[config.mk]
export PLATFORM = sky130hd
export DESIGN_NAME = dff_bank_arbiter
export DESIGN_NICKNAME = d
export VERILOG_FILES = /design/src/rtl/dff_bank_arbiter_pkg.sv /design/src/rtl/dff_bank_arbiter_rr_pick.sv /design/src/rtl/dff_bank_arbiter.sv
export SDC_FILE = /design/constraint.sdc
export NUM_CORES = 1
export LEC_CHECK = 0
export ABC_AREA = 1
export CORE_ASPECT_RATIO = 0.5
export CORE_MARGIN = 4
export CORE_UTILIZATION = 45
export DETAILED_ROUTE_END_ITERATION = 16
export MAX_ROUTING_LAYER = met4
export PLACE_DENSITY = 0.76
export SLEW_MARGIN = 30
export SYNTH_ARGS = -nofsm -noshare
export SYNTH_HDL_FRONTEND = slang
export SYNTH_HIERARCHICAL = 1
export SYNTH_SLANG_ARGS = --single-unit
[constraint.sdc]
create_clock -name clk -period 2.3 [get_ports clk]
set_input_delay 0.46 -clock clk [delete_from_list [all_inputs] [get_ports clk]]
set_output_delay 0.46 -clock clk [all_outputs]
set_load 0.005 [all_outputs]
[src/rtl/dff_bank_arbiter_pkg.sv]
// Shared definitions for the DFF bank arbiter: state encoding, default sizes
// and small index helpers used by the arbiter and its round-robin picker.
package dff_bank_arbiter_pkg;

    localparam int N_REQ_DEF = 4;
    localparam int WIDTH_DEF = 8;
    localparam int CNT_W     = 8;

    typedef enum logic [1:0] {
        ST_IDLE  = 2'd0,
        ST_GRANT = 2'd1,
        ST_ACK   = 2'd2
    } state_e;

    // Index width for a pointer over n requesters; a single requester still needs one bit.
    function automatic int ptr_w(input int n);
        return (n > 1) ? $clog2(n) : 1;
    endfunction

    // (a + b) mod n for a, b < n, without a divider.
    function automatic int unsigned wrap_add(input int unsigned a, input int unsigned b,
                                             input int unsigned n);
        int unsigned s;
        s = a + b;
        return (s >= n) ? (s - n) : s;
    endfunction

endpackage

[src/rtl/dff_bank_arbiter_rr_pick.sv]
// Combinational round-robin selector: first set request bit at or after the
// pointer, scanning upward and wrapping at N_REQ.
module rr_pick
    import dff_bank_arbiter_pkg::*;
#(
    parameter int N_REQ = N_REQ_DEF,
    parameter int PW    = ptr_w(N_REQ_DEF)
) (
    input  logic [N_REQ-1:0] i_req,
    input  logic [PW-1:0]    i_pointer,
    output logic [PW-1:0]    o_winner,
    output logic             o_valid
);

    logic [PW-1:0] w_idx [N_REQ];

    // Requester index visited at each scan offset from the pointer.
    always_comb begin
        for (int k = 0; k < N_REQ; k++) begin
            w_idx[k] = PW'(wrap_add(32'(i_pointer), 32'(k), 32'(N_REQ)));
        end
    end

    // Scan from the farthest offset down so the nearest set bit overrides the rest.
    always_comb begin
        o_winner = '0;
        o_valid  = 1'b0;
        for (int k = N_REQ - 1; k >= 0; k--) begin
            o_winner = i_req[w_idx[k]] ? w_idx[k] : o_winner;
            o_valid  = o_valid | i_req[w_idx[k]];
        end
    end

endmodule

[src/rtl/dff_bank_arbiter.sv]
// Shared register written by N_REQ requesters through a three-state
// IDLE/GRANT/ACK handshake with round-robin arbitration.
module dff_bank_arbiter
    import dff_bank_arbiter_pkg::*;
#(
    parameter int N_REQ = N_REQ_DEF,
    parameter int WIDTH = WIDTH_DEF
) (
    input  logic                   clk,
    input  logic                   reset,
    input  logic [N_REQ-1:0]       req,
    input  logic [N_REQ*WIDTH-1:0] wdata,
    output logic [N_REQ-1:0]       gnt,
    output logic [N_REQ-1:0]       ack,
    output logic [WIDTH-1:0]       q,
    output logic                   busy,
    output logic [CNT_W-1:0]       wr_count
);

    localparam int PW = ptr_w(N_REQ);
    localparam logic [N_REQ-1:0] ONE_HOT0 = N_REQ'(1'b1);

    state_e           r_state;
    state_e           w_state_next;
    logic [N_REQ-1:0] r_gnt;
    logic [N_REQ-1:0] r_ack;
    logic [N_REQ-1:0] w_gnt_next;
    logic [N_REQ-1:0] w_ack_next;
    logic [WIDTH-1:0] r_q;
    logic [WIDTH-1:0] r_hold;
    logic [PW-1:0]    r_ptr;
    logic [PW-1:0]    r_winner;
    logic [PW-1:0]    w_pick;
    logic             w_pick_valid;
    logic             r_busy;
    logic             w_load_hold;
    logic             w_commit;
    logic             w_adv_ptr;
    logic [CNT_W-1:0] r_wr_count;
    logic [WIDTH-1:0] w_lane [N_REQ];

    rr_pick #(
        .N_REQ (N_REQ),
        .PW    (PW)
    ) u_rr_pick (
        .i_req     (req),
        .i_pointer (r_ptr),
        .o_winner  (w_pick),
        .o_valid   (w_pick_valid)
    );

    // Split the flattened write bus into per-requester lanes.
    always_comb begin
        for (int k = 0; k < N_REQ; k++) begin
            w_lane[k] = wdata[k*WIDTH +: WIDTH];
        end
    end

    // FSM state register.
    always_ff @(posedge clk or negedge reset) begin
        if (!reset) begin
            r_state <= ST_IDLE;
        end else begin
            r_state <= w_state_next;
        end
    end

    // Next-state decode and per-edge transaction controls.
    always_comb begin
        w_state_next = r_state;
        w_gnt_next   = r_gnt;
        w_ack_next   = '0;
        w_load_hold  = 1'b0;
        w_commit     = 1'b0;
        w_adv_ptr    = 1'b0;
        case (r_state)
            ST_IDLE: begin
                if (w_pick_valid) begin
                    w_state_next = ST_GRANT;
                    w_gnt_next   = ONE_HOT0 << w_pick;
                    w_load_hold  = 1'b1;
                end else begin
                    w_state_next = ST_IDLE;
                    w_gnt_next   = '0;
                end
            end
            ST_GRANT: begin
                // Only the winner's own request is watched; a dropped request aborts quietly.
                if (req[r_winner]) begin
                    w_state_next = ST_ACK;
                    w_ack_next   = r_gnt;
                    w_commit     = 1'b1;
                end else begin
                    w_state_next = ST_IDLE;
                    w_gnt_next   = '0;
                end
            end
            ST_ACK: begin
                w_state_next = ST_IDLE;
                w_gnt_next   = '0;
                w_adv_ptr    = 1'b1;
            end
            default: begin
                w_state_next = ST_IDLE;
                w_gnt_next   = '0;
            end
        endcase
    end

    // Datapath, counters and registered outputs.
    always_ff @(posedge clk or negedge reset) begin
        if (!reset) begin
            r_gnt      <= '0;
            r_ack      <= '0;
            r_busy     <= 1'b0;
            r_q        <= '0;
            r_hold     <= '0;
            r_winner   <= '0;
            r_ptr      <= '0;
            r_wr_count <= '0;
        end else begin
            r_gnt  <= w_gnt_next;
            r_ack  <= w_ack_next;
            r_busy <= (w_state_next != ST_IDLE);
            if (w_load_hold) begin
                r_hold   <= w_lane[w_pick];
                r_winner <= w_pick;
            end
            if (w_commit) begin
                r_q        <= r_hold;
                r_wr_count <= r_wr_count + CNT_W'(1'b1);
            end
            if (w_adv_ptr) begin
                r_ptr <= PW'(wrap_add(32'(r_winner), 32'd1, 32'(N_REQ)));
            end
        end
    end

    assign gnt      = r_gnt;
    assign ack      = r_ack;
    assign q        = r_q;
    assign busy     = r_busy;
    assign wr_count = r_wr_count;

endmodule

==> results of run 1 <==
metal layers:
layer  global-route usage (%)  wire (um)
met3                     3.67        241
met2                     31.4       2610
met5                        -          0
met1                     23.1       2360
met4                     4.37         40
kinds of logic (layout without fill, tap and decap cells):
logic type / after synthesis / count (layout) / synth area share (%)
AOI/OAI and AO/OA: 26 / 26 / 6.61
DFF: 39 / 39 / 44.0
buffers and inverters: 34 / 103 / 7.51
adders and majority gates: 1 / 1 / 0.565
xor gates and xnor gates: 4 / 4 / 1.58
and+or+nand+nor: 190 / 190 / 39.7
state kept, by name, summed over array words and instances, names as in the netlist, 2 cells and up:
| name | cells |
|---|---|
| r_winner | 2 |
| ack | 4 |
| r_ptr | 2 |
| gnt | 4 |
| r_state | 2 |
| r_hold | 8 |
| wr_count | 8 |
| q | 8 |
cell usage in the layout, fill, tap and decap left out, drive strengths merged:
cell           Yosys  layout
nand2            131     131
clkdlybuf4s50      0      61
dfrtp             39      39
nor2              38      38
inv               22      22
o21ai             20      20
nand3             19      19
buf                9      10
clkbuf             1       5
clkinv             2       5
o211ai             4       4
xnor2              2       2
xor2               2       2
nand3b             1       1
ha                 1       1
and2               1       1
a21boi             1       1
a21oi              1       1
metrics by stage:
| stage | hold slack [ns] | cells |
|---|---|---|
| 6_report | 0.125 | 429 |
| 5_1_grt | 0.162 | 429 |
| 4_1_cts | 0.305 | 429 |
| 3_5_place_dp | 0.473 | 421 |
| 3_3_place_gp | 0.473 | 421 |
| 2_1_floorplan | 0.164 | 294 |
cells in the mapped netlist (all sizes together):
library cell	number
dfrtp	39
inv	22
ha	1
clkbuf	1
xor2	2
o211ai	4
clkinv	2
nand3	19
nor2	38
buf	9
o21ai	20
and2	1
a21boi	1
xnor2	2
nand2	131
a21oi	1
nand3b	1
how the worst max path moves through the flow:
| stage | startpoint | end | slack, ns | cells after the start |
|---|---|---|---|---|
| 2_1_floorplan | r_ptr[0] | r_hold[2] | 0.52 | 14 |
| 3_3_place_gp | req[3] | r_hold[0] | -0.0003 | 14 |
| 3_5_place_dp | req[2] | r_hold[0] | -0.08 | 15 |
| 4_1_cts | r_ptr[0] | r_hold[0] | 0.16 | 14 |
| 5_1_grt | req[2] | r_hold[5] | 0.01 | 15 |
| 6_report | req[2] | r_hold[0] | 0.16 | 15 |
what timing repair did:
action | 4_1_cts | 5_1_grt
buffers inserted | 0 | 0
resized for setup | 0 | 1
endpoints found under the setup margin | 0 | 4
area by class of cell:
type	count	area [sq um]	area share (%)
multi-input combinational	221	1070	35.7
inverter	24	91.3	3.04
timing repair buffer	71	698	23.2
clock inverter	3	15.0	0.499
clock buffer	5	68.8	2.29
sequential	39	977	32.5
tap	66	82.6	2.75
where the power goes:
| group | total, W | internal [W] | switching (W) |
|---|---|---|---|
| clock | 0.000441 | 0.000207 | 0.000233 |
| sequential | 0.00122 | 0.000954 | 0.000261 |
| combinational | 0.00227 | 0.00100 | 0.00127 |
==> impl_metrics.tcl, run 1 <==
set metrics [dict create \
    status "finished, final reports clean" \
    design_area_sq_um 3010 \
    first_iter_violations 125 \
    setup_viol_count_final 0 \
    crit_buf_inv 5 \
    fill_cells 397 \
    max_freq_mhz 468 \
    dp_slack_ns -0.0823 \
    grt_pass1_vias 1931 \
    finalNetCount 401 \
    regToRegSetupSlack_ns 0.26 \
    ir_drop_v 0.000585 \
    syn_area_sq_um 2220 \
    critPathRequiredTime_ns 2.53 \
    maxSlewHeadroom_pct 67.2 \
    reg2reg_to "r_hold[0]" \
    fp.dieH_um 57.6 \
    leakagePower_nw 1.53 \
    hold_path.class "in -> async" \
    route.detailed.drc 0 \
    drt_wl_total_um 5250 \
    grt_pass1_wl_um 8780 \
    grt_max_degree 40 \
    power_density_nw_per_um2 1310 \
    first_pass_iters 4 \
    total_power_w 0.00393 \
    io_buffers 62 \
    design.core.area_sq_um 4570 \
    ys_types 29 \
    area_delta_synth_final_pct 35.7 \
    critPathLaunchType "input pin" \
    tightest_slew_ns 0.492 \
    crit_family "buffers and inverters" \
    clock_latency_ns 0.29 \
    ys_seq_area_share_pct 44.0 \
    setup_tns_ns 0 \
    synth.avg_cell_area_sq_um 7.54 \
    cpMostUsedCell "nand2_1" \
    synth.net_count 333 \
    rsz0062_at_grt "false" \
    synth_area_leaders "dfrtp_1 (44%), nand2_1 (18%), nor2_1 (6.1%)" \
    cts_made_buffers 5 \
    gp_congestion 0.975 \
    clk_pin_slew_ns 0.07 \
    hold_buffers 0 \
    synth_top_area_share_pct 44.0 \
    cts_tree "yes" \
    die_area_sq_um 6180 \
    vias 2059 \
    fin_ws_ns 0.165 \
    diodes 0 \
    ys_ff_latch 39 \
    rr_worst_depth 14 \
    post_dp_cell_area_sq_um 2920 \
    ioPinCount 63 \
    cts.sinks 39 \
    critical-path-max-stage-delay_ns 0.51 \
    final_core_util_pct 65.7 \
    cap_violations 0 \
    synthCells 294 \
    ant_nets 0 \
    start_util_pct 48.5 \
    hold_violations 0 \
    cp.arrival_ns 2.37 \
    grtUsageTotal_pct 18.5 \
    rr_startpoint "r_ptr[0]" \
    post-route-period-util_pct 92.8 \
    grt-ovfl-total 0 \
    period_needed_ns 2.14 \
    htree_levels 2 \
    cp-end-kind "flop" \
    num_rows 17 \
    drv_slew 0 \
    path_cells "clkdlybuf4s50_1 -> inv_1 -> nand2_1 -> and2_4 -> nand2_2 -> nand2_1 -> inv_1 -> a21boi_1 -> clkinv_1 -> buf_4 -> nor2_1 -> o21ai_0 -> nand2_1 -> nand2_1 -> nand2_1" \
    routed_via_density 4.80 \
    path_max_fanout 7 \
    die_x_um 107 \
    cts_buffer_depth 2 \
    fin_worst_skew_ns 0.00477 \
    hpwl_um 4000 \
    drive_above_1_share_pct 14.3 \
    antenna_found_initial 0 \
    yosysWarnings 6 \
    cts_root_buf "clkbuf_8" \
    critical_path_class "in -> reg" \
    wire_per_inst_um 12.2 \
    synth_area_leader_cell "dfrtp_1" \
    slowest_stage "clkdlybuf4s50_1" \
]
Power figures use the tool's default switching activity.
==> inputs of run 2 (changes only) <==
--- a/config.mk
+++ b/config.mk
@@ -8,10 +8,11 @@
 export ABC_AREA = 1
 export CORE_ASPECT_RATIO = 0.5
 export CORE_MARGIN = 4
-export CORE_UTILIZATION = 45
+export CORE_UTILIZATION = 49
+export CTS_BUF_LIST = sky130_fd_sc_hd__clkbuf_8
 export DETAILED_ROUTE_END_ITERATION = 16
 export MAX_ROUTING_LAYER = met4
-export PLACE_DENSITY = 0.76
+export PLACE_DENSITY = 0.82
 export SLEW_MARGIN = 30
 export SYNTH_ARGS = -nofsm -noshare
 export SYNTH_HDL_FRONTEND = slang
==> impl_metrics.tcl, run 2 (synthesis gave the netlist of run 1 again) <==
set metrics [dict create \
    status "finished, final reports clean" \
    die_area_sq_um 5730 \
    htree_levels 2 \
    met2_length_um 2680 \
    num_rows 16 \
    cp-end-kind "flop" \
    drt_wl_total_um 5290 \
    clock_latency_ns 0.29 \
    max_freq_mhz 466 \
    gp_congestion 0.869 \
    drv_slew 0 \
    fill_cells 324 \
    setup_tns_ns 0 \
    period_needed_ns 2.15 \
    tightest_slew_ns 0.494 \
    io_buffers 62 \
    final_cell_mix "nand2_1 (109), clkdlybuf4s50_1 (61), dfrtp_1 (38)" \
    cap_violations 0 \
    grt_pass1_wl_um 8860 \
    area_delta_synth_final_pct 34.8 \
    drive_above_1_share_pct 13.1 \
    mostFrequentLayoutCell "nand2_1" \
    grt_max_degree 40 \
    antenna_found_initial 0 \
    start_util_pct 53.7 \
    leakagePower_nw 1.52 \
    cts_made_buffers 5 \
    critPathLaunchType "input pin" \
    hpwl_um 4010 \
    grt-ovfl-total 0 \
    maxSlewHeadroom_pct 67.1 \
    routed_via_density 5.01 \
    fin_worst_skew_ns 0.00557 \
    cp.arrival_ns 2.38 \
    grt_pass1_vias 1986 \
    first_iter_violations 91 \
    cts_root_buf "clkbuf_8" \
    pwr-share-comb_pct 54.7 \
    wl_met1_um 2300 \
    top_layer_used "met4" \
    p_int_w 0.00222 \
    finalNetCount 396 \
    power_switching_w 0.00176 \
    rsz0062_at_grt "false" \
    critical_path_class "in -> reg" \
    design.core.area_sq_um 4120 \
    vias 2064 \
    cts_tree "yes" \
    power_density_nw_per_um2 1330 \
    hold_violations 0 \
    cts_setup_buffers 0 \
    clk_pin_slew_ns 0.08 \
    ir_drop_v 0.000700 \
    ant_nets 0 \
    diodes 0 \
    final_core_util_pct 72.5 \
    wire_per_inst_um 12.8 \
    critPathRequiredTime_ns 2.53 \
    grtUsageTotal_pct 19.9 \
    post-route-period-util_pct 93.3 \
    die_x_um 103 \
    hold_path.class "in -> async" \
    share_seq_of_total_power_pct 30.2 \
    clockPowerShare_pct 15.0 \
    route.detailed.drc 0 \
    cts_buffer_depth 2 \
    setup_viol_count_final 0 \
    switching_share_pct 44.2 \
    path_max_fanout 10 \
    ioPinCount 63 \
    fp.dieH_um 55.6 \
    first_pass_iters 4 \
    cts.sinks 39 \
    wl_met3_um 255 \
]
==> run 2: what timing repair did <==
item,4_1_cts,5_1_grt
resized for setup,0,1
hold buffers,0,0
hold endpoints to repair,0,0
setup endpoints to repair,0,4
==> run 2: path summary, 6_finish.rpt <==
kind,startpoint,to,slack (ns),cells after the start
setup / recovery,req[2],r_hold[1],0.15,14
hold / removal,reset,wr_count[2],0.12,1
setup reg to reg,r_ptr[0],r_hold[1],0.25,13
hold reg to reg,q[3],q[3],0.50,2
max in group asynchronous,reset,r_ptr[0],1.82,1
min in group clk,q[3],q[3],0.50,2
==> run 2: final cells by class <==
class	count	area [sq um]	share of cell area (%)
Multi-Input combinational cell	221	1070	35.9
Sequential cell	39	977	32.7
Timing Repair Buffer	66	661	22.1
Inverter	24	91.3	3.06
Clock buffer	6	82.6	2.76
Tap cell	54	67.6	2.26
Clock inverter	2	35.0	1.17
==> run 2: worst max-delay path: stages <==
cell and delay (ns):
clkdlybuf4s50_1 0.51, inv_1 0.05, nand2_1 0.08, and2_4 0.15, nand2_2 0.05, nand2_1 0.06
inv_1 0.04, a21boi_1 0.21, clkinv_1 0.30, nor2_1 0.18, o21ai_0 0.09, nand2_1 0.07
nand2_1 0.05, nand2_1 0.07
==> run 2: metrics by stage <==
stage	hold slack, ns	total power, W	cells	worst slack [ns]	area, sq um
2_1_floorplan	0.164	0.00269	294	0.516	2220
3_3_place_gp	0.477	0.00331	404	-0.0564	2870
3_5_place_dp	0.479	0.00339	404	-0.122	2870
4_1_cts	0.301	0.00401	412	0.139	2980
5_1_grt	0.158	0.00433	412	0.00333	2990
6_report	0.116	0.00399	412	0.153	2990
==> run 2: routing by layer <==
metal	vias up	global-route usage (%)
met1	975	24.7
li1	1032	-
met2	48	31.8
met3	9	4.77
met5	-	-
met4	0	6.64
==> run 2: power by group through the flow <==
stage	logic, W	registers [W]	clock network, W
final	0.00218	0.00121	0.000599
after global routing	0.00244	0.00124	0.000650
after CTS	0.00219	0.00120	0.000615
after detailed placement	0.00218	0.00121	0
after global placement	0.00210	0.00121	0
after floorplan	0.00152	0.00117	0
==> inputs of run 3 (changes only) <==
--- a/config.mk
+++ b/config.mk
@@ -12,7 +12,7 @@
 export CTS_BUF_LIST = sky130_fd_sc_hd__clkbuf_8
 export DETAILED_ROUTE_END_ITERATION = 16
 export MAX_ROUTING_LAYER = met4
-export PLACE_DENSITY = 0.82
+export PLACE_DENSITY = 0.8
 export SLEW_MARGIN = 30
 export SYNTH_ARGS = -nofsm -noshare
 export SYNTH_HDL_FRONTEND = slang
==> impl_metrics.tcl, run 3 (synthesis gave the netlist of run 1 again) <==
set metrics [dict create \
    cts.sinks 39 \
    first_pass_iters 5 \
    grt-ovfl-total 0 \
    routed_via_density 4.89 \
    route.detailed.drc 0 \
    gp_congestion 0.863 \
    cp-end-kind "flop" \
    vias 2019 \
    fp.dieH_um 55.6 \
    ir_drop_v 0.000550 \
    mostFrequentLayoutCell "nand2_1" \
    rsz0062_at_grt "false" \
    hold_violations 0 \
    antenna_found_initial 0 \
    ant_nets 0 \
    cts_buffer_depth 2 \
    design.core.area_sq_um 4120 \
    num_rows 16 \
    grt_max_degree 40 \
    leakagePower_nw 1.52 \
    grt_pass1_vias 1920 \
    die_area_sq_um 5730 \
    cap_violations 0 \
    htree_levels 2 \
    total_power_w 0.00397 \
    setup_tns_ns 0 \
    clk_pin_slew_ns 0.08 \
    tightest_slew_ns 0.497 \
    drive_above_1_share_pct 13.4 \
    critPathRequiredTime_ns 2.49 \
    diodes 0 \
    hpwl_um 4040 \
    max_freq_mhz 475 \
    grt_pass1_wl_um 8810 \
    fill_cells 325 \
    drt_wl_total_um 5330 \
    cts_tree "yes" \
    finalNetCount 397 \
    status "finished, final reports clean" \
    ioPinCount 63 \
    setup_viol_count_final 0 \
    power_density_nw_per_um2 1330 \
    fin_worst_skew_ns 0.00962 \
    final_cell_mix "nand2_1 (109), clkdlybuf4s50_1 (61), dfrtp_1 (38)" \
    cts_root_buf "clkbuf_8" \
    cpMostUsedCell "nand2_1" \
    wire_per_inst_um 12.9 \
    critical-path-max-stage-delay_ns 0.48 \
    rr_startpoint "r_ptr[0]" \
    post-route-period-util_pct 91.6 \
    critPathLaunchType "input pin" \
    first_iter_violations 95 \
    grtUsageTotal_pct 19.8 \
    area_delta_synth_final_pct 35.2 \
    slowest_stage "clkdlybuf4s50_1" \
    regToRegSetupSlack_ns 0.26 \
    crit_start "req[3]" \
    maxSlewHeadroom_pct 66.9 \
    io_buffers 62 \
    clock_latency_ns 0.29 \
    hold_buffers 0 \
    path_cells "clkdlybuf4s50_1 -> inv_1 -> o21ai_2 -> nand2_1 -> nand3_1 -> nand2_1 -> nand2_1 -> nand2_1 -> buf_12 -> nor2_1 -> nor2_1 -> o21ai_0 -> nand2_1 -> nand2_1 -> nand2_1" \
    period_needed_ns 2.11 \
    critical_path_class "in -> reg" \
    drv_slew 0 \
    path_max_fanout 15 \
    die_x_um 103 \
    hold_path.class "in -> async" \
    cp.arrival_ns 2.29 \
    start_util_pct 53.7 \
    cts_made_buffers 5 \
]
run 3: layout make-up:
cell class / count / area [sq um] / area share [%]
Inverter: 24 / 91.3 / 3.05
Multi-Input combinational cell: 221 / 1070 / 35.8
Sequential cell: 39 / 977 / 32.6
Timing Repair Buffer: 67 / 668 / 22.3
Tap cell: 54 / 67.6 / 2.26
Clock buffer: 6 / 82.6 / 2.76
Clock inverter: 2 / 35.0 / 1.17
run 3: worst max-delay path, delay by kind of cell:
| family | cells | cell delay (ns) |
|---|---|---|
| buffers and inverters | 3 | 0.75 |
| AOI/OAI and AO/OA | 2 | 0.26 |
| and+or+nand+nor | 10 | 0.81 |
run 3: stage by stage:
stage / util [%] / setup slack [ns] / std cells / cell area (sq um) / hold WS (ns)
floorplan: - / 0.516 / 294 / 2220 / 0.164
global placement: 69.7 / -0.0274 / 405 / 2870 / 0.472
detailed placement: 69.7 / -0.111 / 405 / 2870 / 0.473
CTS: 72.5 / 0.133 / 413 / 2990 / 0.296
global route: 72.6 / 0.00985 / 413 / 3000 / 0.154
finish: 72.6 / 0.194 / 413 / 3000 / 0.118
run 3: repair_timing:
| action | in CTS | in global routing |
|---|---|---|
| gates resized for setup | 0 | 1 |
| endpoints found under the setup margin | 0 | 8 |
| setup buffers | 0 | 0 |
| hold endpoints to repair | 0 | 0 |
run 3: where the power goes:
| group | internal, W | leakage, nW | switching [W] |
|---|---|---|---|
| Clock | 0.000351 | 0.0612 | 0.000245 |
| Combinational | 0.000928 | 0.961 | 0.00123 |
| Sequential | 0.000953 | 0.502 | 0.000266 |
| Total | 0.00223 | 1.52 | 0.00174 |
run 3: per-layer routing:
metal	vias up	global-route usage, %	share of wire, %
met3	9	4.40	4.2
met5	-	-	0
met2	51	32.8	51
li1	1032	-	-
met1	927	24.0	43
met4	0	5.90	1.4
run 3: path summary, 6_finish.rpt:
check,endpoint,cells past startpoint
worst max-delay path,r_hold[3],15
worst min-delay path,r_state[1],1
worst max register to register,r_hold[3],13
worst min register to register,q[5],2
max in group asynchronous,r_ptr[0],1
min in group clk,q[5],2
